===== src/rtl/g_arb_rr.sv =====
`default_nettype none
// ============================================================================
// Module      : g_arb_rr
// Description : Round-robin arbiter with a one-hot registered grant. A grant
//               is held while its owner keeps requesting, a one-cycle TURN
//               state enforces an idle gap between owners, and an optional
//               hold limit forces release.
// Ports       : CK   - clock, rising edge
//               RN   - asynchronous active-low reset
//               EN   - arbitration enable (gates new grants only)
//               REQ  - level-sensitive request vector, bit i = requester i
//               GNT  - one-hot registered grant, zero when idle
//               GID  - index of current (or last) owner, 3 bits
//               BUSY - high while any GNT bit is high
//               TOUT - one-cycle pulse on hold-limit force release
// Config      : `define G_ARB_RR_TIMEOUT_EN to build the hold-limit counter;
//               otherwise TOUT is tied low and grants are unbounded.
// Revision    : 1.0 - initial release
// ============================================================================
module g_arb_rr #(
    parameter int NREQ     = 4,
    parameter int HOLD_MAX = 16
) (
    input  logic            CK,
    input  logic            RN,
    input  logic            EN,
    input  logic [NREQ-1:0] REQ,
    output logic [NREQ-1:0] GNT,
    output logic [2:0]      GID,
    output logic            BUSY,
    output logic            TOUT
);

    typedef enum logic [1:0] {
        ST_IDLE = 2'd0,
        ST_OWN  = 2'd1,
        ST_TURN = 2'd2
    } state_t;

    // Elaboration-time guard on the legal parameter ranges.
    generate
        if (NREQ < 2 || NREQ > 8 || HOLD_MAX < 2 || HOLD_MAX > 255) begin : g_param_chk
            $error("g_arb_rr: NREQ must be 2..8 and HOLD_MAX 2..255");
        end
    endgenerate

    state_t          r_state, w_state_nxt;
    logic [NREQ-1:0] r_gnt,   w_gnt_nxt;
    logic [2:0]      r_gid,   w_gid_nxt;
    logic            r_busy,  w_busy_nxt;
    logic [2:0]      r_ptr,   w_ptr_nxt;
    logic [2:0]      w_win;
    logic [2:0]      w_win_inc;
    logic            w_any_req;
    logic            w_own_req;
    logic [NREQ-1:0] w_win_onehot;

`ifdef G_ARB_RR_TIMEOUT_EN
    localparam logic [7:0] c_hold_last = 8'(HOLD_MAX - 1);
    logic [7:0]      r_cnt,  w_cnt_nxt;
    logic            r_tout, w_tout_nxt;
`endif

    assign w_any_req    = |REQ;
    // The owner's request bit, selected through the one-hot grant itself.
    assign w_own_req    = |(REQ & r_gnt);
    assign w_win_onehot = {{(NREQ-1){1'b0}}, 1'b1} << w_win;
    assign w_win_inc    = (w_win == 3'(NREQ - 1)) ? 3'd0 : w_win + 3'd1;

    // Winner search: the set bit with the smallest circular distance from
    // the pointer, measured modulo NREQ.
    always_comb begin : p_search
        int v_best;
        int v_dist;
        v_best = NREQ;
        v_dist = 0;
        w_win  = 3'd0;
        for (int j = 0; j < NREQ; j++) begin
            v_dist = (j >= int'(r_ptr)) ? (j - int'(r_ptr))
                                        : (j + NREQ - int'(r_ptr));
            if (REQ[j] && (v_dist < v_best)) begin
                v_best = v_dist;
                w_win  = 3'(j);
            end
        end
    end

    always_comb begin : p_next
        w_state_nxt = r_state;
        w_gnt_nxt   = r_gnt;
        w_gid_nxt   = r_gid;
        w_busy_nxt  = r_busy;
        w_ptr_nxt   = r_ptr;
`ifdef G_ARB_RR_TIMEOUT_EN
        w_cnt_nxt   = r_cnt;
        w_tout_nxt  = 1'b0;
`endif
        case (r_state)
            ST_IDLE: begin
                if (EN && w_any_req) begin
                    w_state_nxt = ST_OWN;
                    w_gnt_nxt   = w_win_onehot;
                    w_gid_nxt   = w_win;
                    w_busy_nxt  = 1'b1;
                    w_ptr_nxt   = w_win_inc;
`ifdef G_ARB_RR_TIMEOUT_EN
                    w_cnt_nxt   = 8'd0;
`endif
                end
            end
            ST_OWN: begin
`ifdef G_ARB_RR_TIMEOUT_EN
                w_cnt_nxt = r_cnt + 8'd1;
`endif
                if (!w_own_req) begin
                    w_state_nxt = ST_TURN;
                    w_gnt_nxt   = '0;
                    w_busy_nxt  = 1'b0;
                end
`ifdef G_ARB_RR_TIMEOUT_EN
                // Counter holds the number of completed OWN cycles, so the
                // HOLD_MAX-th cycle ends when it reads HOLD_MAX-1.
                else if (r_cnt == c_hold_last) begin
                    w_state_nxt = ST_TURN;
                    w_gnt_nxt   = '0;
                    w_busy_nxt  = 1'b0;
                    w_tout_nxt  = 1'b1;
                end
`endif
            end
            ST_TURN: begin
                w_state_nxt = ST_IDLE;
            end
            default: begin
                w_state_nxt = ST_IDLE;
                w_gnt_nxt   = '0;
                w_busy_nxt  = 1'b0;
            end
        endcase
    end

    always_ff @(posedge CK or negedge RN) begin : p_regs
        if (!RN) begin
            r_state <= ST_IDLE;
            r_gnt   <= '0;
            r_gid   <= 3'd0;
            r_busy  <= 1'b0;
            r_ptr   <= 3'd0;
        end else begin
            r_state <= w_state_nxt;
            r_gnt   <= w_gnt_nxt;
            r_gid   <= w_gid_nxt;
            r_busy  <= w_busy_nxt;
            r_ptr   <= w_ptr_nxt;
        end
    end

`ifdef G_ARB_RR_TIMEOUT_EN
    always_ff @(posedge CK or negedge RN) begin : p_timeout_regs
        if (!RN) begin
            r_cnt  <= 8'd0;
            r_tout <= 1'b0;
        end else begin
            r_cnt  <= w_cnt_nxt;
            r_tout <= w_tout_nxt;
        end
    end
    assign TOUT = r_tout;
`else
    assign TOUT = 1'b0;
`endif

    assign GNT  = r_gnt;
    assign GID  = r_gid;
    assign BUSY = r_busy;

endmodule
`default_nettype wire


===== config.mk =====
export PLATFORM = sky130hd
export DESIGN_NAME = g_arb_rr
export DESIGN_NICKNAME = d
export VERILOG_FILES = /design/src/rtl/g_arb_rr.sv
export SDC_FILE = /design/constraint.sdc
export NUM_CORES = 1
export LEC_CHECK = 0
export CAP_MARGIN = 10
export CORE_MARGIN = 4
export CORE_UTILIZATION = 51
export CTS_BUF_LIST = sky130_fd_sc_hd__clkbuf_16
export CTS_CLUSTER_SIZE = 28
export DETAILED_ROUTE_END_ITERATION = 10
export GPL_TIMING_DRIVEN = 0
export PLACE_DENSITY = 0.78
export SETUP_SLACK_MARGIN = 0.2
export SYNTH_ARGS = -nofsm -noshare
export SYNTH_HDL_FRONTEND = slang
export SYNTH_SLANG_ARGS = --single-unit

===== constraint.sdc =====
create_clock -name CK -period 6.1 [get_ports CK]
set_clock_uncertainty 0.1 [all_clocks]
set_input_delay 1.525 -clock CK [delete_from_list [all_inputs] [get_ports CK]]
set_output_delay 1.525 -clock CK [all_outputs]
set_load 0.005 [all_outputs]

==> metrics.md, run 1 <==
| Metric | Value |
|---|---|
| Total number of vias | between 700 and 800 |
| Worst path arrival time | approximately 5.6 ns |
| Yosys reg bits | 11 |
| Post-Place Cells | 130 |
| Core ar. | ~1700 um^2 |
| Compound-Gate Fraction of Synth Area | 0.261 |
| Num rows | 15 |
| Post-DR wirelength/cell | between 15 and 20 um |
| Area after DPL | 1090 um^2 |
| Critical path class | in -> reg |
| Worst vdd ir | 0.450 mV |
| Max Slew Vio Count | 0 |
| CP Launch Point | REQ[0] |
| Dpl ws | -0.418 ns |
| Post-Synth XOR/XNOR Area | 0 |
| Grt ovf | 0 |
| RSZ-0062 raised after global routing | false |
| Most common cell after layout, fill and taps aside | ha_1 |
| Vias in the first global route | a little under 800 |
| P&R area growth vs syn | 34.3% |
| CP Cell Sequence | buf_2 > nand3b_1 > ha_2 > a211o_1 > a31o_1 > a21oi_4 > a21oi_1 > ha_1 > nor4b_1 > o21a_1 > a31oi_4 > mux2_2 > ha_1 > or2b_2 > o31a_2 > o21ai_2 > inv_2 > ha_1 > a22o_1 |
| Fmax | ~0.18 GHz |
| Detailed-route DRC error count | 0 |
| Clock Pin Slew Worst Setup and Hold Paths | about 0.040 ns |
| Max-Cap Viols | 0 |
| Critical path's slowest cell | mux2_2 |
| R2r startpoint | r_ptr[1]$_DFFE_PN0P_ |
| Syn Inst Count | 89 |
| Status | finished clean |
| GRT Total Usage | 0.185 |
| Setup ws final | about 0.48 ns |
| CP top delay family | compound AO/OA/AOI/OAI gates |
| Crit path required time | between 6 and 7 ns |
| Period utilization | 0.921 |
| Avg Vias per Cell | around 5.5 |
| Drt first pass iters | 4 |
| Nets | ~140 |
| Routability Congestion | roughly 0.87 |
| Clk Latency, worst-skew pair | between 0.2 and 0.25 ns |
| Largest net degree at the start of global routing | 12 |
| Register cell area after layout | 275 um^2 |
| Power Dens Cells | about 590 nW/um^2 |
| Die width | between 50 and 60 um |
| TritonCTS Sinks | 11 |
| Commonest non-fill, non-tap cells in the layout | 13 x ha_1, 12 x clkdlybuf4s50_1, 11 x dfrtp_1, 8 x buf_4, 7 x nor2_1 |
| Max Root-Sink Buffers | 2 |
| Drt first-iter violations | 12 |
| Root Buffer | clkbuf_16 |
| Min-Delay Path Class | reg -> reg |
| Sequential area share after synthesis | 0.301 |
| Most used cell, CP | ha_1 |
| Pleak | approximately 0.58 nW |
| Layout cell share with drive strength beyond 1 | 0.261 |
| Post-Synth Simple-Gate Area | 0.148 |
| Largest family of logic cells by synthesized area | compound AO/OA/AOI/OAI gates |
| Initial Util | 0.536 |
| Post-route cell area | roughly 1200 um^2 |
| Worst Setup Start Kind | input pin |
| Mux cell area share after synthesis | 0.0451 |
| Final Non-Filler Cells | between 100 and 150 |
| H-tree depth | 1 |
| Filler instances | around 120 |
| Final setup violating endpoints | 0 |
| First-pass GRT wire length | about 3600 um |
| Crit path largest cell delay | between 0.3 and 0.4 ns |
| Mean Syn Cell Area | between 10 and 15 um^2 |
| CP Max Fanout | 8 |
| Cts bufs inserted | 3 |
| DRT antenna net count | 0 |
| WP buf/inv | 2 |
| Unique masters post-synth | 37 |
| Hold_sp | GID[1]$_DFFE_PN0P_ |
| Die area | about 2500 um^2 |
| Final WL | about 2100 um |
| ANT cells | 0 |
| Post-layout util | 0.720 |
| Final Hold Vio Count | 0 |
| Total I/O pin count | 16 |
| Multi-input logic area | roughly 630 um^2 |
| Initial antenna violation count | 0 |
| Port bufs | 13 |
| Crit end category | register |
| Minimum clock period | ~5.6 ns |
| Hold Buf Count CTS | 0 |
| Post-DP HPWL | ~1400 um |
| Syn. warnings | 0 |
| Mapped cell area | between 900 and 1000 um^2 |
| Die height | ~50 um |
| CTS tree | done |
| Synth Area in Adders | 0.191 |
[sequential cells by signal, indices dropped and copies added (netlist names)]
register	cells
BUSY	1
GID	2
r_state	2
r_ptr	2
GNT	4
[cell families (layout without fill, tap and decap cells)]
kind of cell             Yosys count  in the layout
multiplexers                       3              3
AO/OA/AOI/OAI                     28             28
flip-flops                        11             11
adder cells (fa/ha/maj)           14             14
AND/OR/NAND/NOR                   22             22
other                              1              4
buffers and inverters             10             33
[metrics by stage]
step                hold slack [ns]  power, mW  setup TNS (ns)
global placement              0.395      0.517           -1.90
global route                  0.439      0.789               0
finish                        0.406      0.725               0
CTS                           0.408      0.682               0
floorplan                     0.407      0.426               0
detailed placement            0.399      0.528           -2.32
[cell usage after synthesis]
| master | count | area [um^2] |
|---|---|---|
| ha_1 | 14 | 175 |
| dfrtp_1 | 11 | 275 |
| nor2_1 | 7 | 26.3 |
| inv_1 | 6 | 22.5 |
| a22o_1 | 5 | 43.8 |
| a21oi_1 | 4 | 20.0 |
| o21a_1 | 3 | 22.5 |
| a31oi_2 | 2 | 25.0 |
| and2_1 | 2 | 12.5 |
| buf_4 | 2 | 15.0 |
| mux2_4 | 2 | 30.0 |
| nand2_1 | 2 | 7.51 |
| nand2b_1 | 2 | 12.5 |
| nor2b_1 | 2 | 12.5 |
| nor4b_1 | 2 | 17.5 |
| o21bai_1 | 2 | 15.0 |
| a211o_1 | 1 | 8.76 |
| a21oi_2 | 1 | 8.76 |
| a21oi_4 | 1 | 16.3 |
| a221oi_1 | 1 | 8.76 |
| a31o_1 | 1 | 8.76 |
| and3b_1 | 1 | 8.76 |
| buf_2 | 1 | 5.00 |
| clkbuf_1 | 1 | 3.75 |
| conb_1 | 1 | 3.75 |
| mux2_2 | 1 | 11.3 |
| nand3b_1 | 1 | 7.51 |
| nor4_1 | 1 | 6.26 |
| nor4b_2 | 1 | 15.0 |
| o211a_1 | 1 | 10.0 |
| o21ai_0 | 1 | 5.00 |
| o21ai_1 | 1 | 5.00 |
| o21ai_2 | 1 | 8.76 |
| o22ai_1 | 1 | 6.26 |
| o31a_2 | 1 | 10.0 |
| o41ai_2 | 1 | 16.3 |
| or2b_2 | 1 | 8.76 |
[where the power goes]
group / total, mW / leakage (nW) / switching, mW / internal (mW)
clock network: 0.117 / 0.0409 / 0.0305 / 0.0865
registers: 0.130 / 0.138 / 0.0271 / 0.103
logic: 0.478 / 0.397 / 0.238 / 0.240
total: 0.725 / 0.575 / 0.296 / 0.429
[cell type report]
type	count	share of cell area
Inverter	6	0.0183
Tap cell	25	0.0254
Sequential cell	11	0.224
Clock buffer	3	0.0610
Timing Repair Buffer	19	0.138
Multi-Input combinational cell	71	0.510
Buffer	4	0.0193
Clock inverter	1	0.00407
[worst paths after layout]
| kind | endpoint | slack [ns] | cells after the start |
|---|---|---|---|
| max | GNT[1]$_DFFE_PN0P_ | 0.48 | 19 |
| min | GID[1]$_DFFE_PN0P_ | 0.41 | 1 |
| max reg2reg | GNT[1]$_DFFE_PN0P_ | 1.04 | 20 |
| min reg2reg | GID[1]$_DFFE_PN0P_ | 0.41 | 1 |
| max in group asynchronous | GNT[3]$_DFFE_PN0P_ | 4.04 | 1 |
| min in group asynchronous | GID[0]$_DFFE_PN0P_ | 1.53 | 1 |
[what timing repair did]
item | in CTS | in global routing
pin swaps | 1 | 5
gates resized for setup | 5 | 6
setup endpoints to repair | 8 | 7
hold endpoints to repair | 0 | 0
buffers inserted | 1 | 5
[per-layer routing]
layer  track usage  vias up  part of all wire
li1              -      376                 -
met1         0.220      375              0.44
met2         0.324       14              0.51
met3        0.0534        4             0.042
met4        0.0448        0            0.0075
met5             0        -                 0
(Power assumes the default switching activity.)
==> run 2, diff against run 1 <==
Settings changed: SLEW_MARGIN set to 20.
==> results of run 2 <==
Final layout, timing and power as in run 1 (identical DEF).
==> run 3, diff against run 2 <==
--- a/config.mk
+++ b/config.mk
@@ -13,5 +13,5 @@
 export DETAILED_ROUTE_END_ITERATION = 10
 export GPL_TIMING_DRIVEN = 0
-export PLACE_DENSITY = 0.78
+export PLACE_DENSITY_LB_ADDON = 0.08
 export SETUP_SLACK_MARGIN = 0.2
 export SLEW_MARGIN = 20
==> constraint.sdc (replaced) <==
create_clock -name CK -period 6.1 [get_ports CK]
set_clock_uncertainty 0.1 [all_clocks]
set_input_delay 1.525 -clock CK [delete_from_list [all_inputs] [get_ports CK]]
set_output_delay 1.525 -clock CK [all_outputs]
set_load 0.1 [all_outputs]
==> metrics.md, run 3 (synthesized netlist as in run 1, its figures left out) <==
| Metric | Value |
|---|---|
| Core ar. | 1710 um^2 (unchanged) |
| Die height | 50.4 um (unchanged) |
| Final WL | 2100 um (-1.6%) |
| Grt ovf | 0 (unchanged) |
| Detailed-route DRC error count | 0 (unchanged) |
| Final TNS setup | 0 ns (unchanged) |
| Worst Setup EP | GNT[0]$_DFFE_PN0P_ |
| Crit path required time | 6.12 ns (about the same) |
| CP top delay family | compound AO/OA/AOI/OAI gates |
| P&R area growth vs syn | 37.6% |
| R2r startpoint | r_ptr[1]$_DFFE_PN0P_ |
| Num rows | 15 (unchanged) |
| First-pass GRT wire length | 3580 um (+0.39%) |
| RSZ-0062 raised after global routing | false |
| Minimum clock period | 5.65 ns (+0.0323 ns) |
| Commonest non-fill, non-tap cells in the layout | 14 x ha_1, 12 x clkdlybuf4s50_1, 11 x dfrtp_1, 10 x buf_4 |
| Root Buffer | clkbuf_16 |
| Clock Pin Slew Worst Setup and Hold Paths | 0.04 ns (about the same) |
| Worst Setup Start Kind | input pin |
| Initial Util | 0.536 (unchanged) |
| Dpl ws | -0.564 ns (-0.146 ns) |
| Crit end category | register |
| R2R setup slack | 1.03 ns (about the same) |
| Min-Delay Path Class | reg -> reg |
| Max Root-Sink Buffers | 2 (unchanged) |
| Nets | 139 (+1.5%) |
| Fmax | 0.177 GHz (-0.57%) |
| Largest net degree at the start of global routing | 12 (unchanged) |
| Total I/O pin count | 16 (unchanged) |
| CP Cell Sequence | buf_2 > clkbuf_1 > ha_1 > a211o_1 > a31o_1 > a21oi_4 > a21oi_1 > ha_1 > nor4b_2 > o21a_1 > a31oi_4 > mux2_2 > ha_1 > nor2b_2 > o21ai_2 > a31oi_4 > o21ai_2 > inv_1 > ha_1 > a22o_1 |
| Hold Buf Count CTS | 0 (unchanged) |
| Max-Cap Viols | 0 (unchanged) |
| Post-DR wirelength/cell | 14.8 um (-3.0%) |
| DRT antenna net count | 0 (unchanged) |
| Final setup violating endpoints | 0 (unchanged) |
| Period utilization | 0.926 (+0.00530) |
| Die area | 2540 um^2 (unchanged) |
| Status | finished clean |
| CP Max Fanout | 8 (unchanged) |
| Drt first-iter violations | 7 (-5) |
| Avg Vias per Cell | 5.39 (-1.8%) |
| CP Launch Point | REQ[0] |
| Most common cell after layout, fill and taps aside | ha_1 |
| Routability Congestion | 0.808 (-7.2%) |
| Worst slew pin tran | about 0.97 ns |
| Initial antenna violation count | 0 (unchanged) |
| Final Hold Vio Count | 0 (unchanged) |
| Post-DP HPWL | 1540 um (+8.5%) |
| Worst path arrival time | 5.67 ns (+0.04 ns) |
| WP buf/inv | 3 (+1) |
| CTS tree | done |
| Setup ws final | 0.450 ns (-0.0323 ns) |
| Worst slew margin | 0.352 |
| Most used cell, CP | ha_1 |
| Max Slew Vio Count | 0 (unchanged) |
| Drt first pass iters | 4 (unchanged) |
| Critical path's slowest cell | mux2_2 |
| Crit. path cell count | 20 (+1) |
| Die width | 50.4 um (unchanged) |
| H-tree depth | 1 (unchanged) |
| Total number of vias | 766 (-0.39%) |
| Cts bufs inserted | 3 (unchanged) |
| ANT cells | 0 (unchanged) |
| Layout cell share with drive strength beyond 1 | 0.256 (-0.00446) |
| Worst R2R End | GNT[0]$_DFFE_PN0P_ |
| Clk Latency, worst-skew pair | 0.24 ns (about the same) |
| TritonCTS Sinks | 11 (unchanged) |
| Max FFs per register | 4 (unchanged) |
| Crit path largest cell delay | 0.36 ns (about the same) |
| Register-to-Register Path Depth | 21 (+5.0%) |
| GRT Total Usage | 0.190 (+0.00563) |
| Port bufs | 13 (unchanged) |
| Vias in the first global route | 750 (-4.0%) |
| Critical path class | in -> reg |
## run 3: cell count changes in the layout (fill, tap and decap cells not counted), sizes merged
cell	delta
clkinv	-1
buf	+2
inv	+1
## run 3: worst min path at each step
stage                            from                endpoint  cells after the start
6_report           GID[1]$_DFFE_PN0P_      GID[1]$_DFFE_PN0P_                      1
5_1_grt            GID[0]$_DFFE_PN0P_      GID[0]$_DFFE_PN0P_                      1
3_3_place_gp       GID[0]$_DFFE_PN0P_      GID[0]$_DFFE_PN0P_                      1
2_1_floorplan  r_state[0]$_DFFE_PN0P_  r_state[1]$_DFFE_PN0P_                      1
4_1_cts            GID[1]$_DFFE_PN0P_      GID[1]$_DFFE_PN0P_                      1
3_5_place_dp       GID[0]$_DFFE_PN0P_      GID[0]$_DFFE_PN0P_                      1
## run 3: per-layer routing
layer,track usage,routed length (um),vias to the layer above
li1,-,-,376
met1,0.259,944,364
met2,0.287,1020,22
met3,0.0504,114,4
met4,0.0717,23,0
met5,0,0,-
## run 3: layout make-up
class	count	area, um^2
Buffer	4	23.8
Clock buffer	3	75.1
Clock inverter	1	3.75
Fill cell	123	448
Inverter	6	22.5
Multi-Input combinational cell	71	643
Sequential cell	11	275
Tap cell	25	31.3
Timing Repair Buffer	21	185
## run 3: metrics by stage
step | cells | util | hold WS (ns) | instance area (um^2)
global route | 142 | 0.738 | 0.445 | 1260
global placement | 130 | 0.637 | 0.398 | 1090
finish | 142 | 0.738 | 0.404 | 1260
floorplan | 92 | - | 0.450 | 927
detailed placement | 130 | 0.637 | 0.399 | 1090
CTS | 138 | 0.707 | 0.413 | 1210
## run 3: repair_timing
| action | 4_1_cts | 5_1_grt |
|---|---|---|
| setup buffers | 4 | 4 |
| pin swaps | 3 | 8 |
| setup endpoints to repair | 8 | 7 |
| gates resized for setup | 4 | 8 |
| endpoints found under the hold margin | 0 | 0 |
## run 3: worst reg2reg max path: stages (launching register included)
cell and delay [ns]:
dfrtp_1 0.42, inv_1 0.12, ha_1 0.20, and2_1 0.21
ha_1 0.34, a211o_1 0.26, a31o_1 0.22, a21oi_4 0.24
a21oi_1 0.13, ha_1 0.33, nor4b_2 0.17, o21a_1 0.19
a31oi_4 0.19, mux2_2 0.36, ha_1 0.29, nor2b_2 0.18
o21ai_2 0.20, a31oi_4 0.13, o21ai_2 0.21, inv_1 0.09
ha_1 0.20, a22o_1 0.21
Power of run 3 is left out: the tool's default activity adds up to more than one toggle a clock period on the data nets, which glitch-free logic cannot reach.
